### config.mk
export PLATFORM = sky130hd
export DESIGN_NAME = estagio_ula_ex
export DESIGN_NICKNAME = d
export VERILOG_FILES = /design/src/rtl/ula_defs_pkg.sv /design/src/rtl/ula_controle.sv /design/src/rtl/estagio_ula_ex.sv
export SDC_FILE = /design/constraint.sdc
export NUM_CORES = 1
export LEC_CHECK = 0
export CORE_AREA = 2 2 146 148
export CTS_CLUSTER_DIAMETER = 40
export DETAILED_ROUTE_END_ITERATION = 10
export DIE_AREA = 0 0 148 150
export HOLD_SLACK_MARGIN = 0.05
export PLACE_DENSITY_LB_ADDON = 0.15
export SLEW_MARGIN = 20
export SYNTH_ARGS = -nofsm -noshare
export SYNTH_HDL_FRONTEND = slang
export SYNTH_SLANG_ARGS = --single-unit
### constraint.sdc
create_clock -name clock -period 9.9 [get_ports clock]
set_clock_uncertainty 0.05 [all_clocks]
set_input_delay 1.98 -clock clock [delete_from_list [all_inputs] [get_ports clock]]
set_output_delay 1.98 -clock clock [all_outputs]
set_load 0.1 [all_outputs]
### src/rtl/ula_defs_pkg.sv
// Shared ALU encodings: result-mux selector codes, aluOp classes and R-type funct values.
// Used by the execute stage and by the hazard unit through ula_controle.
package ula_defs;

    localparam logic [3:0] SEL_AND = 4'b0000;
    localparam logic [3:0] SEL_OR  = 4'b0001;
    localparam logic [3:0] SEL_ADD = 4'b0010;
    localparam logic [3:0] SEL_SUB = 4'b0110;
    localparam logic [3:0] SEL_SLT = 4'b0111;
    localparam logic [3:0] SEL_NOR = 4'b1100;

    localparam logic [1:0] ALUOP_ADD    = 2'b00;
    localparam logic [1:0] ALUOP_SUB    = 2'b01;
    localparam logic [1:0] ALUOP_R      = 2'b10;
    localparam logic [1:0] ALUOP_ILEGAL = 2'b11;

    localparam logic [5:0] F_ADD = 6'b100000;
    localparam logic [5:0] F_SUB = 6'b100010;
    localparam logic [5:0] F_AND = 6'b100100;
    localparam logic [5:0] F_OR  = 6'b100101;
    localparam logic [5:0] F_SLT = 6'b101010;
    localparam logic [5:0] F_NOR = 6'b100111;

    typedef struct packed {
        logic [3:0] seletor;
        logic       erro_op;
    } ula_ctrl_t;

endpackage

### src/rtl/ula_controle.sv
// Combinational ALU control: (aluOp, funct) -> mux selector plus illegal-op flag.
// Illegal encodings fall back to ADD so the datapath always produces a defined result.
module ula_controle
    import ula_defs::*;
(
    input  logic [1:0] aluOp_i,
    input  logic [5:0] funct_i,
    output logic [3:0] seletor_o,
    output logic       erro_op_o
);

    ula_ctrl_t ctrl;

    always_comb begin
        ctrl = '{seletor: SEL_ADD, erro_op: 1'b0};
        case (aluOp_i)
            ALUOP_ADD: ctrl.seletor = SEL_ADD;
            ALUOP_SUB: ctrl.seletor = SEL_SUB;
            ALUOP_R: begin
                case (funct_i)
                    F_ADD:   ctrl.seletor = SEL_ADD;
                    F_SUB:   ctrl.seletor = SEL_SUB;
                    F_AND:   ctrl.seletor = SEL_AND;
                    F_OR:    ctrl.seletor = SEL_OR;
                    F_SLT:   ctrl.seletor = SEL_SLT;
                    F_NOR:   ctrl.seletor = SEL_NOR;
                    default: ctrl.erro_op = 1'b1;
                endcase
            end
            default: ctrl.erro_op = 1'b1;
        endcase
    end

    assign seletor_o = ctrl.seletor;
    assign erro_op_o = ctrl.erro_op;

endmodule

### src/rtl/estagio_ula_ex.sv
// Execute-stage ALU front end: computes all six candidate results and registers them,
// the selector and the flags in a single valid/ready stage feeding the 6-way result mux.
module estagio_ula_ex
    import ula_defs::*;
#(
    parameter int LARGURA = 32
) (
    input  logic               clock,
    input  logic               reset,
    input  logic               flush,
    input  logic               valido_entrada,
    output logic               pronto_entrada,
    input  logic [LARGURA-1:0] operandoA,
    input  logic [LARGURA-1:0] operandoB,
    input  logic [1:0]         aluOp,
    input  logic [5:0]         funct,
    output logic               valido_saida,
    input  logic               pronto_saida,
    output logic [LARGURA-1:0] entrada1,
    output logic [LARGURA-1:0] entrada2,
    output logic [LARGURA-1:0] entrada3,
    output logic [LARGURA-1:0] entrada4,
    output logic [LARGURA-1:0] entrada5,
    output logic [LARGURA-1:0] entrada6,
    output logic [3:0]         seletor,
    output logic               zero,
    output logic               overflow,
    output logic               erro_op
);

    localparam int MSB = LARGURA - 1;

    function automatic logic ovf_soma(input logic sa, input logic sb, input logic sr);
        return (sa == sb) && (sr != sa);
    endfunction

    function automatic logic ovf_sub(input logic sa, input logic sb, input logic sr);
        return (sa != sb) && (sr != sa);
    endfunction

    logic [3:0]         sel_w;
    logic               erro_w;
    logic [LARGURA-1:0] and_w, or_w, add_w, sub_w, slt_w, nor_w, res_sel_w;
    logic               ovf_add_w, ovf_sub_w, ovf_w;
    logic               carga;

    logic [LARGURA-1:0] and_q, or_q, add_q, sub_q, slt_q, nor_q;
    logic [3:0]         sel_q;
    logic               zero_q, ovf_q, erro_q, valido_q;
    logic               valido_d;

    ula_controle u_controle (
        .aluOp_i   (aluOp),
        .funct_i   (funct),
        .seletor_o (sel_w),
        .erro_op_o (erro_w)
    );

    assign and_w     = operandoA & operandoB;
    assign or_w      = operandoA | operandoB;
    assign nor_w     = ~(operandoA | operandoB);
    assign add_w     = operandoA + operandoB;
    assign sub_w     = operandoA - operandoB;
    assign ovf_add_w = ovf_soma(operandoA[MSB], operandoB[MSB], add_w[MSB]);
    assign ovf_sub_w = ovf_sub(operandoA[MSB], operandoB[MSB], sub_w[MSB]);
    // Signed compare: the sign of the difference is wrong exactly when it overflowed.
    assign slt_w     = {{(LARGURA-1){1'b0}}, sub_w[MSB] ^ ovf_sub_w};

    always_comb begin
        res_sel_w = add_w;
        ovf_w     = 1'b0;
        case (sel_w)
            SEL_AND: res_sel_w = and_w;
            SEL_OR:  res_sel_w = or_w;
            SEL_ADD: begin res_sel_w = add_w; ovf_w = ovf_add_w; end
            SEL_SUB: begin res_sel_w = sub_w; ovf_w = ovf_sub_w; end
            SEL_SLT: res_sel_w = slt_w;
            SEL_NOR: res_sel_w = nor_w;
            default: res_sel_w = add_w;
        endcase
    end

    assign pronto_entrada = ~valido_q | pronto_saida;
    assign carga          = valido_entrada & pronto_entrada & ~flush;

    always_comb begin
        valido_d = valido_q;
        if (flush)             valido_d = 1'b0;
        else if (carga)        valido_d = 1'b1;
        else if (pronto_saida) valido_d = 1'b0;
    end

    always_ff @(posedge clock or posedge reset) begin
        if (reset) begin
            valido_q <= 1'b0;
            and_q    <= '0;
            or_q     <= '0;
            add_q    <= '0;
            sub_q    <= '0;
            slt_q    <= '0;
            nor_q    <= '0;
            sel_q    <= '0;
            zero_q   <= 1'b0;
            ovf_q    <= 1'b0;
            erro_q   <= 1'b0;
        end else begin
            valido_q <= valido_d;
            if (carga) begin
                and_q  <= and_w;
                or_q   <= or_w;
                add_q  <= add_w;
                sub_q  <= sub_w;
                slt_q  <= slt_w;
                nor_q  <= nor_w;
                sel_q  <= sel_w;
                zero_q <= (res_sel_w == '0);
                ovf_q  <= ovf_w;
                erro_q <= erro_w;
            end
        end
    end

    assign valido_saida = valido_q;
    assign entrada1     = and_q;
    assign entrada2     = or_q;
    assign entrada3     = add_q;
    assign entrada4     = sub_q;
    assign entrada5     = slt_q;
    assign entrada6     = nor_q;
    assign seletor      = sel_q;
    assign zero         = zero_q;
    assign overflow     = ovf_q;
    assign erro_op      = erro_q;

endmodule
==> reports/metrics.yaml <==
sta:
  slew_violations: 0
  setup_tns_ps: 0
  slew_headroom_pct: 28.2
  finalSetupViolations: 0
  grt_setup_unrepaired: "false"
  setup_slack_ps: 3360
  min_period_ps: 6540
  final_hold_viol_count: 0
  fmax_ghz: 0.153
  worst_pin_slew_ps: 1070
  fin_crit_sh_pct: 66.1
clock_network:
  numCtsBuffers: 17
  root_buffer: "clkbuf_16"
  cts_tree: "yes"
  max-clock-path-buffers: 2
  post_cts.repair.setup_buffers: 0
  clk_pin_slew_ps: 70
  clock_latency_ps: 430
  cts_max_level: 4
  clock-sinks: 168
  ctsHoldBuffers: 0
  ctsResizeCount: 0
synth:
  syn-cell-area_sq_mm: 0.0110
  synth_ff_type: "dfrtp_1"
  synth_enable_flop_cells: 0
  yosysWarnings: 0
  syn-mean-instance-area_sq_um: 8.31
  synth_top_area_share_pct: 38.2
  synth_cell_types: 70
  synth_area_leaders: "dfrtp_1, nand2_1, ha_1"
  synth-seq-cells: 168
  ys_seq_area_share_pct: 38.2
  synth_top_area_cell: "dfrtp_1"
  synthArstFlopShare_pct: 100
  netlist_instances: 1323
hold_path:
  worstHoldPathType: "reg2reg"
worst_setup_path:
  cp.required_ps: 10180
  critPathTopFamily: "compound AO/OA/AOI/OAI gates"
  slowest_delay_ps: 530
  cp_cell_sequence: "clkdlybuf4s50_1, inv_1, ha_1, nor4_1, nand2_1, nor3_1, o31a_1, o31a_1, o32a_1, a221o_1, a21oi_1, nor2_1, nor2_1, fa_1, a31oi_1, o21a_1, nand4_1, nor4b_1, a31o_2, o2111ai_1, o41ai_2"
  worstSetupPathType: "in2reg"
  start_kind: "input pin"
  critical_path.max_fanout: 13
  end_kind: "flop"
  critPathSlowestCell: "nor4_1"
  cp_num_buf_inv: 2
  arrival_ps: 6820
detailed_routing:
  drc: 0
  firstDrtPassIters: 6
  drt_iter0_drc: 779
  wirelength_um: 35700
  post_drt_wl_per_cell_um: 19.6
  vias: 10300
  vias_per_cell: 5.68
  drtAntennaViolNets: 0
die:
  start_util_pct: 53.2
  fp.dieH_um: 150
  io_pins: 278
  die_area_sq_mm: 0.0222
  core_area_sq_mm: 0.0207
  die_width_um: 148
  num_rows: 53
power_and_ir_drop:
  vdd_drop_max_v: 0.000151
  p_total_mw: 3.23
  total_leakage_power_nw: 6.69
  p_per_area_mw_per_mm2: 229
job:
  max_cap_viol_count: 0
final_layout:
  finish.utilization_pct: 68.1
  fill_cells: 1733
  final_common_cell: "nand2_1"
  nNetsFinal: 1711
  drive_gt1_share_pct: 3.36
  synthToLayoutAreaGrowth_pct: 28.1
  n_antenna_cell: 0
  layoutNonFillerInstCount: 1821
  final_cell_mix: "nand2_1, clkdlybuf4s50_1, dfrtp_1"
grt:
  grt-ovfl-total: 0
  grt_max_degree: 236
  grt_pass1_vias: 9800
  grt_pass1_wl_um: 55400
  antenna_found_initial: 0
  grt_usage_pct: 32.2
place:
  port_buffers: 246
  dp_cells: 1789
  post-dp-hpwl_um: 27400
  gp_congestion: 0.985
  pre_cts_ws_ps: 2980
outcome:
  outcome: "complete, no violations"
-- registers in the layout (all words and copies together) (netlist names) --
signal	cells
erro_op	1
zero	1
entrada2	32
entrada5	1
entrada6	32
entrada3	32
seletor	4
overflow	1
entrada1	32
entrada4	31
valido_saida	1
-- metal layers --
metal / vias up / GRT usage [%] / part of all wire (%)
met2: 458 / 51.5 / 46
li1: 4851 / - / -
met1: 4976 / 45.5 / 44
met3: 59 / 4.79 / 7.0
met5: - / 0 / 0
met4: 0 / 10.0 / 2.6
-- synthesized netlist by cell type, types with 6 or more instances --
library cell,n
clkbuf_1,44
o211ai_1,10
dfrtp_1,168
ha_1,98
a21oi_1,64
o21bai_1,14
buf_2,11
a21o_1,11
o31ai_1,11
o21ai_0,97
nand4_1,22
xnor2_1,50
o21a_1,13
nor2_1,45
nor4_1,22
nand2_1,338
nor2b_1,13
nor3_1,17
nand3_1,17
inv_1,96
nand2b_1,9
a211oi_1,9
buf_4,32
a31oi_1,6
-- report_power, final --
group,internal (mW),switching [mW]
logic,0.380,1.31
clock network,0.338,0.331
registers,0.802,0.0697
-- through the flow --
stage | cell area (sq um) | hold slack [ps]
after floorplan | 11100 | 912
after global placement | 13500 | 407
after detailed placement | 13500 | 411
after CTS | 14100 | 429
after global routing | 14100 | 446
final | 14100 | 427
-- path summary, 6_finish.rpt --
check	from	endpoint	slack (ps)	cells past startpoint
min in group asynchronous	reset	entrada2[24]$_DFFE_PP0P_	2050	2
max	operandoA[15]	zero$_DFFE_PP0P_	3360	21
max reg2reg	valido_saida$_DFFE_PP0P_	zero$_DFFE_PP0P_	7460	7
max in group asynchronous	reset	entrada4[9]$_DFFE_PP0P_	6280	3
min	entrada6[30]$_DFFE_PP0P_	entrada6[30]$_DFFE_PP0P_	430	2
min reg2reg	entrada6[30]$_DFFE_PP0P_	entrada6[30]$_DFFE_PP0P_	430	2
-- worst register-to-register path, delay by kind of cell, from the launching register on --
kind / cells / cell delay, ps
buf+inv: 2 / 990
flops: 1 / 370
compound gates: 3 / 630
simple gates: 2 / 310
-- cell families after synthesis --
group                    share of synthesized area (%)
AO/OA/AOI/OAI                                     17.2
XOR/XNOR                                          4.30
adder cells (fa/ha/maj)                           11.7
buffers and inverters                             7.63
flip-flops                                        38.2
multiplexers                                     0.694
other                                           0.0341
AND/OR/NAND/NOR                                   20.2
-- cell type report --
| cell class | instances | area, sq um | area share, % |
|---|---|---|---|
| clock inverter | 14 | 160 | 1.14 |
| multi-input combinational | 997 | 6070 | 43.1 |
| clock buffer | 18 | 429 | 3.05 |
| timing repair buffer | 250 | 2500 | 17.8 |
| inverter | 99 | 377 | 2.67 |
| sequential | 168 | 4200 | 29.8 |
| tap | 275 | 344 | 2.44 |
(Power assumes the default switching activity.)
